--- config.mk ---
export PLATFORM = sky130hd
export DESIGN_NAME = spi_target
export DESIGN_NICKNAME = d
export VERILOG_FILES = /design/src/rtl/spi_target.sv
export SDC_FILE = /design/constraint.sdc
export NUM_CORES = 1
export LEC_CHECK = 0
export CELL_PAD_IN_SITES_DETAIL_PLACEMENT = 1
export CELL_PAD_IN_SITES_GLOBAL_PLACEMENT = 1
export CORE_ASPECT_RATIO = 1.5
export CORE_MARGIN = 2
export CORE_UTILIZATION = 38
export CTS_CLUSTER_SIZE = 16
export DETAILED_ROUTE_END_ITERATION = 8
export PLACE_DENSITY = 0.76
export SLEW_MARGIN = 15
export SYNTH_ARGS = -nofsm -noshare
export SYNTH_HDL_FRONTEND = slang
export SYNTH_SLANG_ARGS = --single-unit
--- constraint.sdc ---
create_clock -name clk -period 1.75 [get_ports clk]
set_input_delay 0.35 -clock clk [delete_from_list [all_inputs] [get_ports clk]]
set_output_delay 0.35 -clock clk [all_outputs]
set_load 0.005 [all_outputs]
--- src/rtl/spi_target.sv ---
// spi_target: mode-0 SPI target, oversampled bus, rx valid/ready and tx holding register.
// Optional sticky overrun flag is built when SPI_TARGET_OVERRUN_EN is defined.
module spi_target #(
   parameter int DATA_W      = 8,
   parameter int SYNC_STAGES = 2
) (
   input  logic              clk,
   input  logic              reset,
   input  logic              SEN,
   input  logic              SCLK,
   input  logic              MOSI,
   output logic              MISO,
   output logic              miso_oe,
   output logic [DATA_W-1:0] rx_data,
   output logic              rx_valid,
   input  logic              rx_ready,
   input  logic [DATA_W-1:0] tx_data,
   input  logic              tx_load,
   output logic              tx_ready,
   output logic              busy,
   output logic              rx_overrun
);
   localparam int CW = $clog2(DATA_W + 1);

   typedef enum logic {IDLE, ACTIVE} state_t;
   state_t state_q, state_d;

   logic [SYNC_STAGES-1:0] sen_sync_q, sen_sync_d;
   logic [SYNC_STAGES-1:0] sclk_sync_q, sclk_sync_d;
   logic [SYNC_STAGES-1:0] mosi_sync_q, mosi_sync_d;
   logic sen_s, sclk_s, mosi_s;
   logic sen_prev_q, sen_prev_d;
   logic sclk_prev_q, sclk_prev_d;
   logic sen_fall_q, sen_fall_d;
   logic sen_rise_q, sen_rise_d;
   logic sclk_rise_q, sclk_rise_d;
   logic sclk_fall_q, sclk_fall_d;

   logic [CW-1:0]     cnt_q, cnt_d;
   logic [DATA_W-1:0] rx_shift_q, rx_shift_d;
   logic [DATA_W-1:0] tx_shift_q, tx_shift_d;
   logic [DATA_W-1:0] hold_q, hold_d;
   logic              hold_full_q, hold_full_d;
   logic [DATA_W-1:0] rx_data_q, rx_data_d;
   logic              rx_valid_q, rx_valid_d;
   logic              frame_done;
   logic              reload;

   assign sen_s  = sen_sync_q[SYNC_STAGES-1];
   assign sclk_s = sclk_sync_q[SYNC_STAGES-1];
   assign mosi_s = mosi_sync_q[SYNC_STAGES-1];

   // Events are registered, so the datapath acts one cycle after detection.
   always_comb begin
      sen_sync_d  = {sen_sync_q[SYNC_STAGES-2:0], SEN};
      sclk_sync_d = {sclk_sync_q[SYNC_STAGES-2:0], SCLK};
      mosi_sync_d = {mosi_sync_q[SYNC_STAGES-2:0], MOSI};
      sen_prev_d  = sen_s;
      sclk_prev_d = sclk_s;
      sen_fall_d  = sen_prev_q & ~sen_s;
      sen_rise_d  = ~sen_prev_q & sen_s;
      sclk_rise_d = ~sclk_prev_q & sclk_s;
      sclk_fall_d = sclk_prev_q & ~sclk_s;
   end

   always_ff @(posedge clk or posedge reset) begin
      if (reset) begin
         sen_sync_q  <= '1;
         sclk_sync_q <= '0;
         mosi_sync_q <= '0;
         sen_prev_q  <= 1'b1;
         sclk_prev_q <= 1'b0;
         sen_fall_q  <= 1'b0;
         sen_rise_q  <= 1'b0;
         sclk_rise_q <= 1'b0;
         sclk_fall_q <= 1'b0;
      end else begin
         sen_sync_q  <= sen_sync_d;
         sclk_sync_q <= sclk_sync_d;
         mosi_sync_q <= mosi_sync_d;
         sen_prev_q  <= sen_prev_d;
         sclk_prev_q <= sclk_prev_d;
         sen_fall_q  <= sen_fall_d;
         sen_rise_q  <= sen_rise_d;
         sclk_rise_q <= sclk_rise_d;
         sclk_fall_q <= sclk_fall_d;
      end
   end

   always_ff @(posedge clk or posedge reset) begin
      if (reset) state_q <= IDLE;
      else       state_q <= state_d;
   end

   always_comb begin
      state_d = state_q;
      unique case (state_q)
         IDLE:    if (sen_fall_q) state_d = ACTIVE;
         ACTIVE:  if (sen_rise_q) state_d = IDLE;
         default: state_d = IDLE;
      endcase
   end

   always_comb begin
      busy     = (state_q == ACTIVE);
      miso_oe  = busy;
      MISO     = busy & tx_shift_q[DATA_W-1];
      tx_ready = ~hold_full_q;
      rx_data  = rx_data_q;
      rx_valid = rx_valid_q;
   end

   always_comb begin
      cnt_d       = cnt_q;
      rx_shift_d  = rx_shift_q;
      tx_shift_d  = tx_shift_q;
      hold_d      = hold_q;
      hold_full_d = hold_full_q;
      rx_data_d   = rx_data_q;
      rx_valid_d  = rx_valid_q;
      frame_done  = 1'b0;
      reload      = 1'b0;
      if (rx_valid_q && rx_ready) rx_valid_d = 1'b0;
      if (state_q == IDLE) begin
         if (sen_fall_q) begin
            cnt_d  = '0;
            reload = 1'b1;
         end
      end else if (sen_rise_q) begin
         cnt_d = '0;
      end else begin
         if (sclk_rise_q) begin
            rx_shift_d = {rx_shift_q[DATA_W-2:0], mosi_s};
            if (cnt_q == CW'(DATA_W - 1)) begin
               cnt_d      = '0;
               frame_done = 1'b1;
               rx_data_d  = rx_shift_d;
            end else begin
               cnt_d = cnt_q + 1'b1;
            end
         end
         // A falling edge with the counter wrapped follows a frame's last bit.
         if (sclk_fall_q) begin
            if (cnt_q == '0) reload = 1'b1;
            else tx_shift_d = {tx_shift_q[DATA_W-2:0], 1'b0};
         end
      end
      if (frame_done) rx_valid_d = 1'b1;
      if (reload) begin
         tx_shift_d  = hold_full_q ? hold_q : '0;
         hold_full_d = 1'b0;
      end
      if (tx_load && !hold_full_d) begin
         hold_d      = tx_data;
         hold_full_d = 1'b1;
      end
   end

   always_ff @(posedge clk or posedge reset) begin
      if (reset) begin
         cnt_q       <= '0;
         rx_shift_q  <= '0;
         tx_shift_q  <= '0;
         hold_q      <= '0;
         hold_full_q <= 1'b0;
         rx_data_q   <= '0;
         rx_valid_q  <= 1'b0;
      end else begin
         cnt_q       <= cnt_d;
         rx_shift_q  <= rx_shift_d;
         tx_shift_q  <= tx_shift_d;
         hold_q      <= hold_d;
         hold_full_q <= hold_full_d;
         rx_data_q   <= rx_data_d;
         rx_valid_q  <= rx_valid_d;
      end
   end

`ifdef SPI_TARGET_OVERRUN_EN
   logic overrun_q, overrun_d;

   always_comb begin
      overrun_d = overrun_q;
      if (frame_done && rx_valid_q && !rx_ready) overrun_d = 1'b1;
   end

   always_ff @(posedge clk or posedge reset) begin
      if (reset) overrun_q <= 1'b0;
      else       overrun_q <= overrun_d;
   end

   assign rx_overrun = overrun_q;
`else
   assign rx_overrun = 1'b0;
`endif

endmodule

# After elaboration in Yosys (flattened, before gate mapping)
# Index checks and enable logic that the tools add are counted.
# totals
word_cells	72
regBits	50
# op_classes
addsub	1
n_eq_ne	4
bitwise_logic	12
reduce_logical	12
n_mux	26
# ops
operator	n
$mux 8	6
$mux 4	5
$mux 1	14
$reduce_and 4->1	2
$reduce_bool 2->1	4
$not 1->1	7
$and 1x1->1	5
$add 4x1->4 const B	1
$eq 4x3->1 const B	1
$logic_not 4->1	1
$ne 3x1->1 const B	1
$reduce_and 3->1	1
$logic_and 1x1->1	2
$ne 2x1->1 const B	1
$ne 2x2->1 const B	1
$pmux 1 s2	1
$reduce_and 2->1	1
$logic_not 1->1	1

# Logic depth before layout (Yosys ltp)
# Gate-level depths: netlist of the first run.
# depth
depth_word	9
mapped_depth	6

# Least setup slack after synthesis of the first run
# OpenSTA, ideal clock, no wires.
# synth_path
path_type	reg-to-reg
startpoint	register cnt_q[0]
endpoint	register hold_q[0]
n_path_buf	0
t_arrival_ns	1.626
stages_incl_launch_ff	6
period_less_slack_ns	1.750
required_time_ns	1.625
slack_ns	0.000
path_cell_list	dfrtp_1 -> inv_1 -> ha_1 -> or3b_4 -> o221ai_4 -> mux2_2
# synth_via
elab_chain_cells	8
# synth_lines
item	line_no	text
start: declaration	39	logic [CW-1:0] cnt_q, cnt_d;
start signal: assignment	169	cnt_q <= cnt_d;
$logic_not 4->1	144	if (cnt_q == '0) reload = 1'b1;
$mux 1	144	
$mux 1	143	if (sclk_fall_q) begin
$mux 1	129	end else if (sen_rise_q) begin
$mux 1	124	if (state_q == IDLE) begin
$mux 1	149	if (reload) begin
$logic_not 1->1	153	if (tx_load && !hold_full_d) begin
$logic_and 1x1->1	153	
end signal: assignment	172	hold_q <= hold_d;
end: declaration	42	logic [DATA_W-1:0] hold_q, hold_d;
# Every way passes these cells.
# A chain may end at the register's enable or synchronous reset.

# Final worst setup path of the first run
# layout_path
startpoint	register cnt_q[0]
endpoint	register hold_q[1]
# The elaborated chain is that of the path after synthesis.

==> reports/qor.yml, run 1 <==
via_count: 1388
via_per_inst: 5.160
core_sq_mm: 0.005125
stdcell_count: 269
power.total_uw: 3281
max_cap_violations: 0
rrSetupSlack_ns: -0.04
layout_common_cells: "dfrtp_1 (45), clkdlybuf4s50_1 (26), nand2_1 (23)"
max_clock_freq_ghz: 0.5582
grt_pass1_wl_mm: 7.182
postSynthCellCount: 156
cp_data_required_time_ns: 1.95
routedWlPerCell_microns: 16.26
r2r_end: "hold_q[1]$_DFFE_PP0P_"
ctsHoldBuffers: 0
finalCritPeriodShare: 1.024
syn_to_final_growth_pct: 33.25
setup_tns_ns: -0.2992
cp-start-kind: "flop"
rows: 32
max_slew_margin: 0.6618
syn_area_per_cell_sq_um: 12.93
yosys.cell_types.count: 36
total_leakage_power_uw: 0.001245
grt_usage: 0.1589
holdPathStages: 0
htreeDepth: 2
reg2reg_depth: 6
hold_class: "reg2reg"
drv_slew: 0
status: "finished with violations"
tritoncts: "done"
grt_max_degree: 51
die_area_sq_mm: 0.005919
ir_drop_v: 0.0008604
cts_sinks: 50
setup_slack_ns: -0.04137
clock_path_buffers: 2
yosysWarnings: 0
critPathCaptureType: "flop"
numPortBuffers: 27
ios: 29
hold_path_end: "sclk_sync_q[1]$_DFF_PP0_"
hold_viol: 0
drt-initial-drc-count: 46
synth_area_sq_mm: 0.002017
worst_clock_skew_ns: 0.01007
grt_overflow_total: 0
path_clk_slew_ns: 0.09
ys_seq_area_frac: 0.6222
insertion_delay_ns: 0.31
hold_path_startpoint: "sclk_sync_q[0]$_DFF_PP0_"
dp_hpwl_mm: 2.930
power-per-cell-area_mw_per_mm2: 1221
synth_edf_count: 0
fillers: 569
synth_fp_nets: 173
ant_nets: 0
die_h_microns: 93.23
final_common_cell: "dfrtp_1"
first_pass_iters: 4
rsz0062_at_grt: "true"
path_class: "reg2reg"
drive_gt1_frac: 0.2786
diodes: 0
start_util: 0.3936
cts_buffers: 5
synthArstFlopShare: 1.000
cp_max_fo: 8
route.detailed.drc: 0
fin_nets: 217
cp_data_arrival_time_ns: 1.99
gp_congestion: 0.7550
die_w_microns: 63.49
setup_violations: 8
hold_ws_ns: 0.3582
tightest_slew_ns: 0.5063
timing.rr.start: "cnt_q[0]$_DFFE_PP0P_"
violations: "setup timing"
finalCriticalPeriod_ns: 1.791
grt_pass1_vias: 1503
routed_wl_mm: 4.374
grt_antenna_before_repair: 0
synth_seq_cells: 50
root_buffer: "clkbuf_8"
place_inst: 254
synthFlopType: "dfrtp_1"
==> area by class of cell <==
cell class	count	area [sq um]	share of cell area
Clock buffer	5	68.82	0.02561
Clock inverter	3	68.82	0.02561
Inverter	7	26.28	0.009777
Multi-Input combinational cell	93	738.2	0.2747
Sequential cell	50	1257	0.4679
Tap cell	68	85.08	0.03166
Timing Repair Buffer	43	442.9	0.1648
==> report_power, final <==
part / leakage (uW) / internal (uW) / switching, uW
Clock: 0.0000683 / 572 / 392
Sequential: 0.000629 / 1410 / 180
Combinational: 0.000548 / 444 / 278
==> state kept, by name (all words and copies together) (netlist names) <==
name,cells
mosi_sync_q,2
sclk_prev_q,1
rx_valid,1
busy,1
tx_shift_q,8
sen_prev_q,1
sclk_sync_q,2
cnt_q,4
sclk_rise_q,1
sen_fall_q,1
rx_shift_q,7
sen_sync_q,2
sen_rise_q,1
rx_data,8
sclk_fall_q,1
hold_full_q,1
hold_q,8
==> cell usage after synthesis, types with 2 or more instances <==
cell	n	area [sq um]
and3_1	7	43.79
o21ai_0	4	20.02
nand3b_1	3	22.52
clkbuf_1	2	7.510
nor3b_1	2	15.01
mux2_2	16	180.2
dfrtp_1	47	1176
a221o_1	7	70.07
inv_1	7	26.28
nor2b_1	5	31.28
dfstp_2	3	78.83
buf_4	2	15.01
nand2_1	23	86.33
nand2b_1	3	18.77
o31ai_1	2	15.01
nand3_1	2	10.01
ha_1	2	25.02
==> worst max path at each step <==
stage	startpoint	endpoint	slack [ns]	depth (start not counted)
finish	cnt_q[0]$_DFFE_PP0P_	hold_q[1]$_DFFE_PP0P_	-0.04	6
global route	cnt_q[0]$_DFFE_PP0P_	hold_q[1]$_DFFE_PP0P_	-0.1	6
CTS	cnt_q[1]$_DFFE_PP0P_	hold_q[0]$_DFFE_PP0P_	-0.07	6
detailed placement	tx_load	hold_q[0]$_DFFE_PP0P_	-0.15	4
global placement	tx_load	hold_q[7]$_DFFE_PP0P_	-0.09	4
floorplan	cnt_q[0]$_DFFE_PP0P_	hold_q[0]$_DFFE_PP0P_	0.03	5
==> layer usage <==
layer,part of all wire,track usage
met4,0.017,0.06522
met1,0.37,0.1665
met2,0.58,0.3026
met3,0.033,0.03249
met5,0,0
==> logic make-up (layout without fill, tap and decap cells) <==
family | count (synthesis) | after routing | synth area share
mux | 16 | 16 | 0.08933
flops | 50 | 50 | 0.6222
fa+ha+maj | 2 | 2 | 0.01240
simple gates | 54 | 54 | 0.1476
other cells | 1 | 1 | 0.001859
compound gates | 20 | 20 | 0.09740
buf+inv | 13 | 58 | 0.02915
==> worst max-delay path: stages, from the launching register on <==
cell and delay [ns]:
dfrtp_1 0.39, inv_2 0.06, ha_2 0.16, or3b_4 0.42, o221ai_4 0.18, buf_12 0.16
mux2_4 0.30
==> timing repair <==
| action | in CTS | in global routing |
|---|---|---|
| endpoints found under the setup margin | 20 | 26 |
| buffers inserted | 5 | 3 |
| resized for setup | 12 | 3 |
| pin swaps | 2 | 2 |
==> per-stage QoR <==
stage	utilization	cell area [sq um]	setup WS, ns
finish	0.5244	2688	-0.04137
CTS	0.5164	2646	-0.06796
global route	0.5244	2688	-0.09655
floorplan	-	2017	0.02738
detailed placement	0.4722	2420	-0.1460
global placement	0.4722	2420	-0.08530
Power figures use the tool's default switching activity.
==> run 2, diff against run 1 <==
Settings changed: ABC_AREA from default to 0, CORE_UTILIZATION 38 to 39, HOLD_SLACK_MARGIN from default to 0.1, PLACE_DENSITY 0.76 to 0.77.
==> run 2 against run 1 <==
Against the previous run:
- the flow still finishes with violations (setup timing)
- highest routed layer unchanged
- count of clock-buffer cells in the layout grew 1
- cell count is 0.74% lower
- sequential cell count unchanged
- first-iteration DRC count decreased by 24%
- global-route usage down 0.20 points
==> reports/qor.yml, run 2 (synthesis gave the netlist of run 1 again) <==
layout_common_cells: "dfrtp_1 (45), clkdlybuf4s50_1 (27), nand2_1 (23)"
path_class: "reg2reg"
r2r_end: "hold_q[2]$_DFFE_PP0P_"
setup_slack_ns: -0.03527  # +0.006091 ns
cp_data_required_time_ns: 1.94  # about the same
route.detailed.drc: 0  # unchanged
grt_antenna_before_repair: 0  # unchanged
grt_overflow_total: 0  # unchanged
die_h_microns: 92.08  # -1.2%
cp_max_fo: 8  # unchanged
cts_sinks: 50  # unchanged
rrSetupSlack_ns: -0.04  # about the same
rsz0062_at_grt: "true"
power.total_uw: 3003  # -8.5%
total_leakage_power_uw: 0.001198  # -3.8%
root_buffer: "clkbuf_8"
reg2reg_depth: 6  # unchanged
cp_data_arrival_time_ns: 1.98  # about the same
seq_area_sq_mm: 0.001257  # unchanged
status: "finished with violations"
path_clk_slew_ns: 0.09  # about the same
max_clock_freq_ghz: 0.5601  # +0.34%
die_area_sq_mm: 0.005774  # -2.4%
clock_path_buffers: 2  # unchanged
setup_violations: 8  # unchanged
final_util: 0.5216  # -0.002837
met2_usage: 0.2984  # -0.004244
ir_drop_v: 0.0006251  # -27%
diodes: 0  # unchanged
ctsHoldBuffers: 0  # unchanged
fillers: 543  # -4.6%
insertion_delay_ns: 0.30  # about the same
cts_buffers: 5  # unchanged
die_w_microns: 62.72  # -1.2%
met1_usage: 0.1733  # +0.006778
hold_path_end: "mosi_sync_q[1]$_DFF_PP0_"
finalCriticalPeriod_ns: 1.785  # -0.006091 ns
max_cap_violations: 0  # unchanged
cp-start-kind: "flop"
drt-initial-drc-count: 35  # -24%
via_per_inst: 5.034  # -2.4%
via_count: 1344  # -3.2%
rows: 32  # unchanged
stdcell_count: 267  # -0.74%
timing.rr.start: "cnt_q[0]$_DFFE_PP0P_"
grt_pass1_wl_mm: 7.072  # -1.5%
fin_nets: 215  # -0.92%
first_pass_iters: 4  # unchanged
dp_hpwl_mm: 2.859  # -2.4%
top_usage_layer: "met2"
numPortBuffers: 27  # unchanged
core_sq_mm: 0.005045  # -1.6%
place_inst: 253  # -0.39%
hold_class: "reg2reg"
routed_wl_mm: 4.194  # -4.1%
grt_max_degree: 51  # unchanged
power-per-cell-area_mw_per_mm2: 1141  # -6.5%
gp_congestion: 0.7501  # -0.65%
htreeDepth: 2  # unchanged
final_common_cell: "dfrtp_1"
use_met3: 0.02945  # -0.003043
worst_clock_skew_ns: 0.007701  # -0.002371 ns
syn_to_final_growth_pct: 30.46
grt_usage: 0.1569  # -0.001987
drv_slew: 0  # unchanged
multi_input_area_sq_um: 750.7  # +1.7%
violations: "setup timing"
ios: 29  # unchanged
critPathCaptureType: "flop"
routedWlPerCell_microns: 15.71  # -3.4%
ant_nets: 0  # unchanged
hold_viol: 0  # unchanged
hold_path_startpoint: "mosi_sync_q[0]$_DFF_PP0_"
start_util: 0.3998  # +0.006247
finalCritPeriodShare: 1.020  # -0.003480
holdPathStages: 0  # unchanged
drive_gt1_frac: 0.2814  # +0.002800
tritoncts: "done"
grt_pass1_vias: 1470  # -2.2%
==> run 2: worst max-delay path by stage <==
| stage | slack, ns | startpoint | endpoint |
|---|---|---|---|
| floorplan | 0.03 | cnt_q[0]$_DFFE_PP0P_ | hold_q[0]$_DFFE_PP0P_ |
| global placement | -0.09 | tx_load | hold_q[7]$_DFFE_PP0P_ |
| detailed placement | -0.16 | tx_load | hold_q[7]$_DFFE_PP0P_ |
| CTS | -0.06 | cnt_q[0]$_DFFE_PP0P_ | hold_q[4]$_DFFE_PP0P_ |
| global route | -0.1 | cnt_q[0]$_DFFE_PP0P_ | hold_q[3]$_DFFE_PP0P_ |
| finish | -0.04 | cnt_q[0]$_DFFE_PP0P_ | hold_q[2]$_DFFE_PP0P_ |
==> run 2: cell type report <==
type	instances	share of cell area
clock inverters	2	0.006182
repair buffers	41	0.1569
flip-flops and latches	50	0.4779
multi-input cells	93	0.2853
clock buffers	6	0.03138
well taps	68	0.03233
inverters	7	0.009986
==> run 2: repair_timing <==
action,4_1_cts,5_1_grt
gates cloned,0,0
resized for setup,8,9
buffers inserted,4,3
setup endpoints to repair,20,21
pin swaps,3,3
==> run 2: worst max-delay path: stages, from the launching register on <==
cell and delay, ns:
dfrtp_1 0.40, inv_2 0.08, ha_4 0.13, or3b_4 0.41
o221ai_4 0.18, buf_12 0.16, mux2_4 0.30
==> run 2: metrics by stage <==
stage / setup WS, ns / hold slack [ns] / area (sq um) / TNS, ns
finish: -0.03527 / 0.3669 / 2631 / -0.2168
floorplan: 0.02738 / 0.3312 / 2017 / 0
detailed placement: -0.1617 / 0.3510 / 2412 / -1.438
CTS: -0.06381 / 0.3703 / 2575 / -0.4301
global placement: -0.08784 / 0.3340 / 2412 / -0.6977
global route: -0.09605 / 0.3778 / 2631 / -0.7008
==> run 2: per-layer routing <==
metal | vias to the layer above | share of wire
met3 | 6 | 0.029
met2 | 28 | 0.57
met5 | - | 0
met1 | 683 | 0.39
li1 | 627 | -
met4 | 0 | 0.014
==> run 2: power breakdown <==
part	switching, uW	internal, uW
combinational	281	435
clock	380	326
sequential	169	1410
